**config.mk**
```make
export PLATFORM = sky130hd
export DESIGN_NAME = capture_ctrl
export DESIGN_NICKNAME = d
export VERILOG_FILES = /design/src/rtl/capture_ctrl.sv
export SDC_FILE = /design/constraint.sdc
export NUM_CORES = 1
export LEC_CHECK = 0
export CORE_MARGIN = 3
export CORE_UTILIZATION = 41
export CTS_CLUSTER_DIAMETER = 80
export DETAILED_ROUTE_END_ITERATION = 7
export PLACE_DENSITY = 0.79
export SLEW_MARGIN = 20
export SYNTH_ARGS = -nofsm -noshare
export SYNTH_HDL_FRONTEND = slang
export SYNTH_SLANG_ARGS = --single-unit
```
**constraint.sdc**
```tcl
create_clock -name clk -period 1.9 [get_ports clk]
set_input_delay 0.38 -clock clk [delete_from_list [all_inputs] [get_ports clk]]
set_output_delay 0.38 -clock clk [all_outputs]
set_load 0.03 [all_outputs]
```
**src/rtl/capture_ctrl.sv**
```systemverilog
// Capture sequencer: packs samples into LSB-first byte triplets for the FIFO,
// decodes SPI commands and serves status or FIFO data bytes to the SPI slave.
module capture_ctrl #(
  parameter int         DATA_SIZE    = 24,
  parameter int         SAMPLE_BYTES = 3,
  parameter int         DEPTH        = 131072,
  parameter int         LEVEL_WIDTH  = 18,
  parameter logic [7:0] FILL_BYTE    = 8'h00
) (
  input  logic                   clk,
  input  logic                   rst_n,
  input  logic                   sample_valid,
  input  logic [DATA_SIZE-1:0]   sample_data,
  output logic                   fifo_wr_en,
  output logic [7:0]             fifo_wr_data,
  output logic                   fifo_rd_en,
  input  logic [7:0]             fifo_rd_data,
  input  logic                   fifo_full,
  input  logic                   fifo_empty,
  input  logic [LEVEL_WIDTH-1:0] fifo_level,
  output logic                   fifo_flush,
  input  logic                   spi_cs_n,
  input  logic                   spi_rx_valid,
  input  logic [7:0]             spi_rx_data,
  input  logic                   spi_tx_req,
  output logic [7:0]             spi_tx_data,
  output logic                   spi_tx_valid,
  output logic                   capturing,
  output logic [7:0]             overrun_count,
  output logic [1:0]             wr_state_dbg,
  output logic                   cmd_state_dbg
);

  // Handshakes: sample_valid, spi_rx_valid and spi_tx_req are single-cycle
  // pulses with no backpressure; spi_tx_valid pulses once per spi_tx_req.
  typedef enum logic [1:0] {W_IDLE = 2'd0, W_B1 = 2'd1, W_B2 = 2'd2} wr_state_t;
  typedef enum logic {C_CMD = 1'b0, C_DATA = 1'b1} cmd_state_t;

  localparam logic [7:0] CMD_START = 8'h01;
  localparam logic [7:0] CMD_STOP  = 8'h02;
  localparam logic [7:0] CMD_FLUSH = 8'h04;
  localparam logic [7:0] CMD_READ  = 8'h05;
  localparam logic [LEVEL_WIDTH-1:0] ROOM_LIMIT = LEVEL_WIDTH'(DEPTH - SAMPLE_BYTES);

  wr_state_t  wr_state, wr_state_nxt;
  cmd_state_t cmd_state, cmd_state_nxt;

  logic [DATA_SIZE-1:8] sample_q;
  logic                 load_sample;
  logic                 wr_en_nxt;
  logic [7:0]           wr_data_nxt;
  logic                 capturing_nxt;
  logic                 rd_en_nxt;
  logic                 rd_pending;
  logic                 tx_valid_q, tx_valid_nxt;
  logic [7:0]           tx_data_q, tx_data_nxt;
  logic                 cs_n_q;

  logic flush_cmd, has_room, sample_seen, accept, overrun;

  assign flush_cmd   = spi_rx_valid && (cmd_state == C_CMD) && (spi_rx_data == CMD_FLUSH);
  assign has_room    = (fifo_level <= ROOM_LIMIT);
  // A flush in the same cycle swallows the sample without counting it.
  assign sample_seen = sample_valid && capturing && !flush_cmd;
  assign accept      = sample_seen && (wr_state == W_IDLE) && has_room;
  assign overrun     = sample_seen && !accept;

  always_comb begin
    wr_state_nxt = wr_state;
    wr_en_nxt    = 1'b0;
    wr_data_nxt  = 8'h00;
    load_sample  = 1'b0;
    if (flush_cmd) begin
      wr_state_nxt = W_IDLE;
    end else begin
      case (wr_state)
        W_IDLE: if (accept) begin
          wr_en_nxt    = 1'b1;
          wr_data_nxt  = sample_data[7:0];
          load_sample  = 1'b1;
          wr_state_nxt = W_B1;
        end
        W_B1: begin
          wr_en_nxt    = 1'b1;
          wr_data_nxt  = sample_q[15:8];
          wr_state_nxt = W_B2;
        end
        W_B2: begin
          wr_en_nxt    = 1'b1;
          wr_data_nxt  = sample_q[23:16];
          wr_state_nxt = W_IDLE;
        end
        default: wr_state_nxt = W_IDLE;
      endcase
    end
  end

  always_comb begin
    cmd_state_nxt = cmd_state;
    capturing_nxt = capturing;
    rd_en_nxt     = 1'b0;
    tx_valid_nxt  = 1'b0;
    tx_data_nxt   = tx_data_q;
    case (cmd_state)
      C_CMD: if (spi_rx_valid) begin
        case (spi_rx_data)
          CMD_START: capturing_nxt = 1'b1;
          CMD_STOP:  capturing_nxt = 1'b0;
          CMD_READ:  cmd_state_nxt = C_DATA;
          default:   cmd_state_nxt = C_CMD;
        endcase
      end
      C_DATA: if (spi_cs_n && !cs_n_q) cmd_state_nxt = C_CMD;
      default: cmd_state_nxt = C_CMD;
    endcase
    // Data bytes come back through the FIFO read port one cycle later;
    // status and fill bytes are answered directly.
    if (spi_tx_req) begin
      if ((cmd_state == C_DATA) && !fifo_empty) begin
        rd_en_nxt = 1'b1;
      end else begin
        tx_valid_nxt = 1'b1;
        tx_data_nxt  = (cmd_state == C_DATA) ? FILL_BYTE
                     : {capturing, (overrun_count != 8'h00), fifo_full, fifo_empty, 4'b0000};
      end
    end
  end

  always_ff @(posedge clk) begin
    if (!rst_n) begin
      wr_state      <= W_IDLE;
      cmd_state     <= C_CMD;
      sample_q      <= '0;
      fifo_wr_en    <= 1'b0;
      fifo_wr_data  <= 8'h00;
      fifo_rd_en    <= 1'b0;
      fifo_flush    <= 1'b0;
      rd_pending    <= 1'b0;
      tx_valid_q    <= 1'b0;
      tx_data_q     <= 8'h00;
      capturing     <= 1'b0;
      overrun_count <= 8'h00;
      cs_n_q        <= 1'b1;
    end else begin
      wr_state     <= wr_state_nxt;
      cmd_state    <= cmd_state_nxt;
      fifo_wr_en   <= wr_en_nxt;
      fifo_wr_data <= wr_data_nxt;
      if (load_sample) sample_q <= sample_data[DATA_SIZE-1:8];
      fifo_rd_en   <= rd_en_nxt;
      fifo_flush   <= flush_cmd;
      rd_pending   <= fifo_rd_en;
      tx_valid_q   <= tx_valid_nxt;
      tx_data_q    <= tx_data_nxt;
      capturing    <= capturing_nxt;
      cs_n_q       <= spi_cs_n;
      if (flush_cmd)
        overrun_count <= 8'h00;
      else if (overrun && (overrun_count != 8'hFF))
        overrun_count <= overrun_count + 8'h01;
    end
  end

  assign spi_tx_valid  = tx_valid_q | rd_pending;
  assign spi_tx_data   = rd_pending ? fifo_rd_data : tx_data_q;
  assign wr_state_dbg  = wr_state;
  assign cmd_state_dbg = cmd_state;

endmodule

```
==> run metrics <==
status finished, violations left; failing checks setup timing; worst-case reg-to-reg path depth 5; drt pass-1 iters 4; Syn-to-layout area delta 69.7%; Pint ~0.0015 W; Rows 25; r2r startpoint overrun_count[1]; Synth area leader dfxtp_1; Rel. slew slack slightly above 60%; Mean Syn Cell Area 8.46 µm²; main combinational cell family by area after synthesis simple AND/OR/NAND/NOR gates; Die Y 78.4 µm; Arrival @ worst endpoint 2.16 ns; XOR/XNOR Fraction of Synth Area 0%; switch share between 20% and 30%; largest net degree at the start of global routing 23; Synth Area in Adders between 4 and 5%; final setup margin -0.0675 ns; met1 Track Usage GR approximately a quarter; Area contributors post-synth dfxtp_1, a21oi_1, nand3_1; DP HPWL approximately 4.9 mm; final core occ 74.7%; share of cells above drive strength 1 slightly below 20%; drt initial violations 180; final global-route overflow total 0; Hold Buf Count CTS 0; min cycle time layout 1.97 ns; vias in the first global route about 2,300; Worst Hold Class reg2reg; Peak Freq 0.508 GHz; mux contribution to synthesized area 3.96%; Synth cell types 35; Switch Pwr approximately 0.00044 W; Tot Pwr between 0.0015 and 0.002 W; clock sinks 46; CTS tree built; Primary FF master, synth dfxtp_1; grt met2 use a little under two fifths; Post-Place Worst Slack -0.406 ns; initial core utilization about 44%; die width approximately 80 µm; initial antenna violation count 0; max-cap viol count 0; Lkg Pwr about 1.5 nW; R2R setup slack approximately 0.030 ns; cell count after synthesis approximately 250; first-pass GRT wire length around 11 mm; PD cells around 540 mW/mm²; All-Layer GR Usage about 22%; fin nets between 400 and 500; Final Cycle Share 104%; hold path startpoint tx_data_q[6]; TritonCTS Buffers 5; worst endpoint required time 2.09 ns; GPL Wtd Cong 0.833; Synth top area share roughly 43%; Total Wirelength between 6 and 7 mm; placed cell areas 0.00333 mm²; compound-cell area share of the yosys netlist ~22%; Crit Path Max Fanout 5; Avg Vias per Cell between 5 and 6; Clock Power Share a little under two fifths; Root Driver clkbuf_8; fin area around 0.0036 mm²; die area roughly 0.0061 mm²; WHS Endpoint tx_data_q[6]; I/O pins 98; ANT nets after route 0; post-synthesis simple-gate area fraction around 22%; Synth Warn # 0; Ant. Diodes 0; EDFF count, synth 0; FFs w/ async S/R, synth 0%; synthesis-stage register bit count between 40 and 50; Crit. End Element flop; DRC errors left 0; sequential-to-total area share from yosys stat 42.8%; Comb power frac approximately an eighth; Reg clk slew, reported paths about 0.080 ns; final setup violation count 4; Least-Margin Pin Slew 0.571 ns; Port Buf Inserts 96; WHS Path Cells 2; RR Endpoint overrun_count[6]; Post-Syn Area 0.00215 mm²; Syn Nets ~330; H-tree Lvls 2; GR peak layer met2; Worst Setup Start Kind input pin; Sequential Power Share 49.4%; mean routed wirelength per cell ~16 µm; WS Path Type in2reg; RSZ-0062 raised after global routing yes; CTS Buffer Depth 2; Core ar. about 0.005 mm²; Layout Skew slightly above 0.007 ns; maximum VDD drop about 0.0004 V; max-slew violations 0; clk_lat worst skew 0.31 ns; grt met3 use about 7.3%; Vias between 2,000 and 2,500; Fin. Hold Viols 0
-- worst max-delay path, cell delays in order --
cell and delay (ns):
clkdlybuf4s50_1 0.46, nand4_1 0.15, o41a_1 0.48, buf_4 0.20
buf_6 0.12, o31ai_2 0.28, a21oi_2 0.09
-- stage by stage --
stage / hold WS (ns) / instances / TNS (ns)
2_1_floorplan: 0.434 / 254 / 0
3_3_place_gp: 0.442 / 426 / -6.00
3_5_place_dp: 0.444 / 426 / -7.36
4_1_cts: 0.455 / 436 / 0
5_1_grt: 0.495 / 438 / -0.426
6_report: 0.454 / 438 / -0.136
-- routing by layer --
metal  vias up  wire (µm)
li1       1172          -
met1      1113       2710
met2        95       3570
met3         7        524
met4         0         57
met5         -          0
-- cell usage in the layout (no fill, tap or decap), types with 7 or more instances in the layout --
| master | synthesis | layout |
|---|---|---|
| nor3_1 | 13 | 12 |
| clkdlybuf4s50_1 | 0 | 72 |
| nand4_1 | 8 | 8 |
| inv_1 | 8 | 8 |
| a22o_1 | 8 | 8 |
| nor2_1 | 9 | 9 |
| a21oi_1 | 24 | 23 |
| nand3_1 | 21 | 21 |
| dfxtp_1 | 46 | 43 |
| a31oi_1 | 12 | 8 |
| buf_4 | 0 | 34 |
| dlymetal6s2s_1 | 0 | 15 |
| nand2_1 | 13 | 13 |
| o21ai_0 | 19 | 19 |
| ha_1 | 7 | 7 |
-- final cells by class --
class | instances | area (µm²)
tap | 67 | 83.8
fill | 364 | 1230
inverter | 8 | 30.0
timing repair buffer | 127 | 1240
sequential | 46 | 925
clock inverter | 2 | 37.5
multi-input combinational | 182 | 1260
clock buffer | 6 | 72.6
-- power groups by stage --
| stage | Clock [W] | Sequential, W | Combinational (W) |
|---|---|---|---|
| global placement | 0 | 0.000993 | 0.000243 |
| CTS | 0.000738 | 0.000971 | 0.000252 |
| finish | 0.000735 | 0.000970 | 0.000260 |
| detailed placement | 0 | 0.000993 | 0.000246 |
| global route | 0.000785 | 0.000971 | 0.000278 |
| floorplan | 0 | 0.000993 | 0.0000616 |
-- sequential cells by signal, summed over array words and instances (netlist names), 2 cells and up --
signal and flops:
overrun_count 8, tx_data_q 4, fifo_wr_data 8, sample_q 16, wr_state_dbg 2
-- worst max-delay path by stage --
stage                                start                to  cells after the start
after floorplan           overrun_count[1]  overrun_count[6]                      5
after global placement      fifo_level[10]  overrun_count[3]                      5
after detailed placement    fifo_level[10]  overrun_count[3]                      5
after CTS                    fifo_level[7]  overrun_count[5]                      6
after global routing        fifo_level[15]  overrun_count[2]                      7
final                       fifo_level[15]  overrun_count[3]                      7
-- cells in the mapped netlist, types with 2 or more instances --
library cell and instances:
ha_1 7, a22oi_1 4, a21oi_1 24, o41ai_1 3
nand4_1 8, mux2i_1 4, nor3_1 13, and2_1 5
buf_1 3, nor3b_1 2, a22o_1 8, nand2b_1 3
o21ai_0 19, nand3_1 21, a31o_2 2, a31oi_1 12
mux2_2 4, clkbuf_1 12, or4_1 2, o31ai_1 3
nor2_1 9, nor2b_1 3, nand2_1 13, buf_2 3
nor4_1 5, inv_1 8, dfxtp_1 46
-- cells by family after synthesis --
group	Yosys count
AND/OR/NAND/NOR	90
AO/OA/AOI/OAI	77
flip-flops	46
buffers and inverters	26
multiplexers	8
adder cells (fa/ha/maj)	7
-- timing repair --
item | CTS | global route
pin swaps | 4 | 9
setup buffers | 2 | 3
setup endpoints to repair | 3 | 30
resized for setup | 6 | 33
No activity file was read; power rests on OpenSTA's default activity.
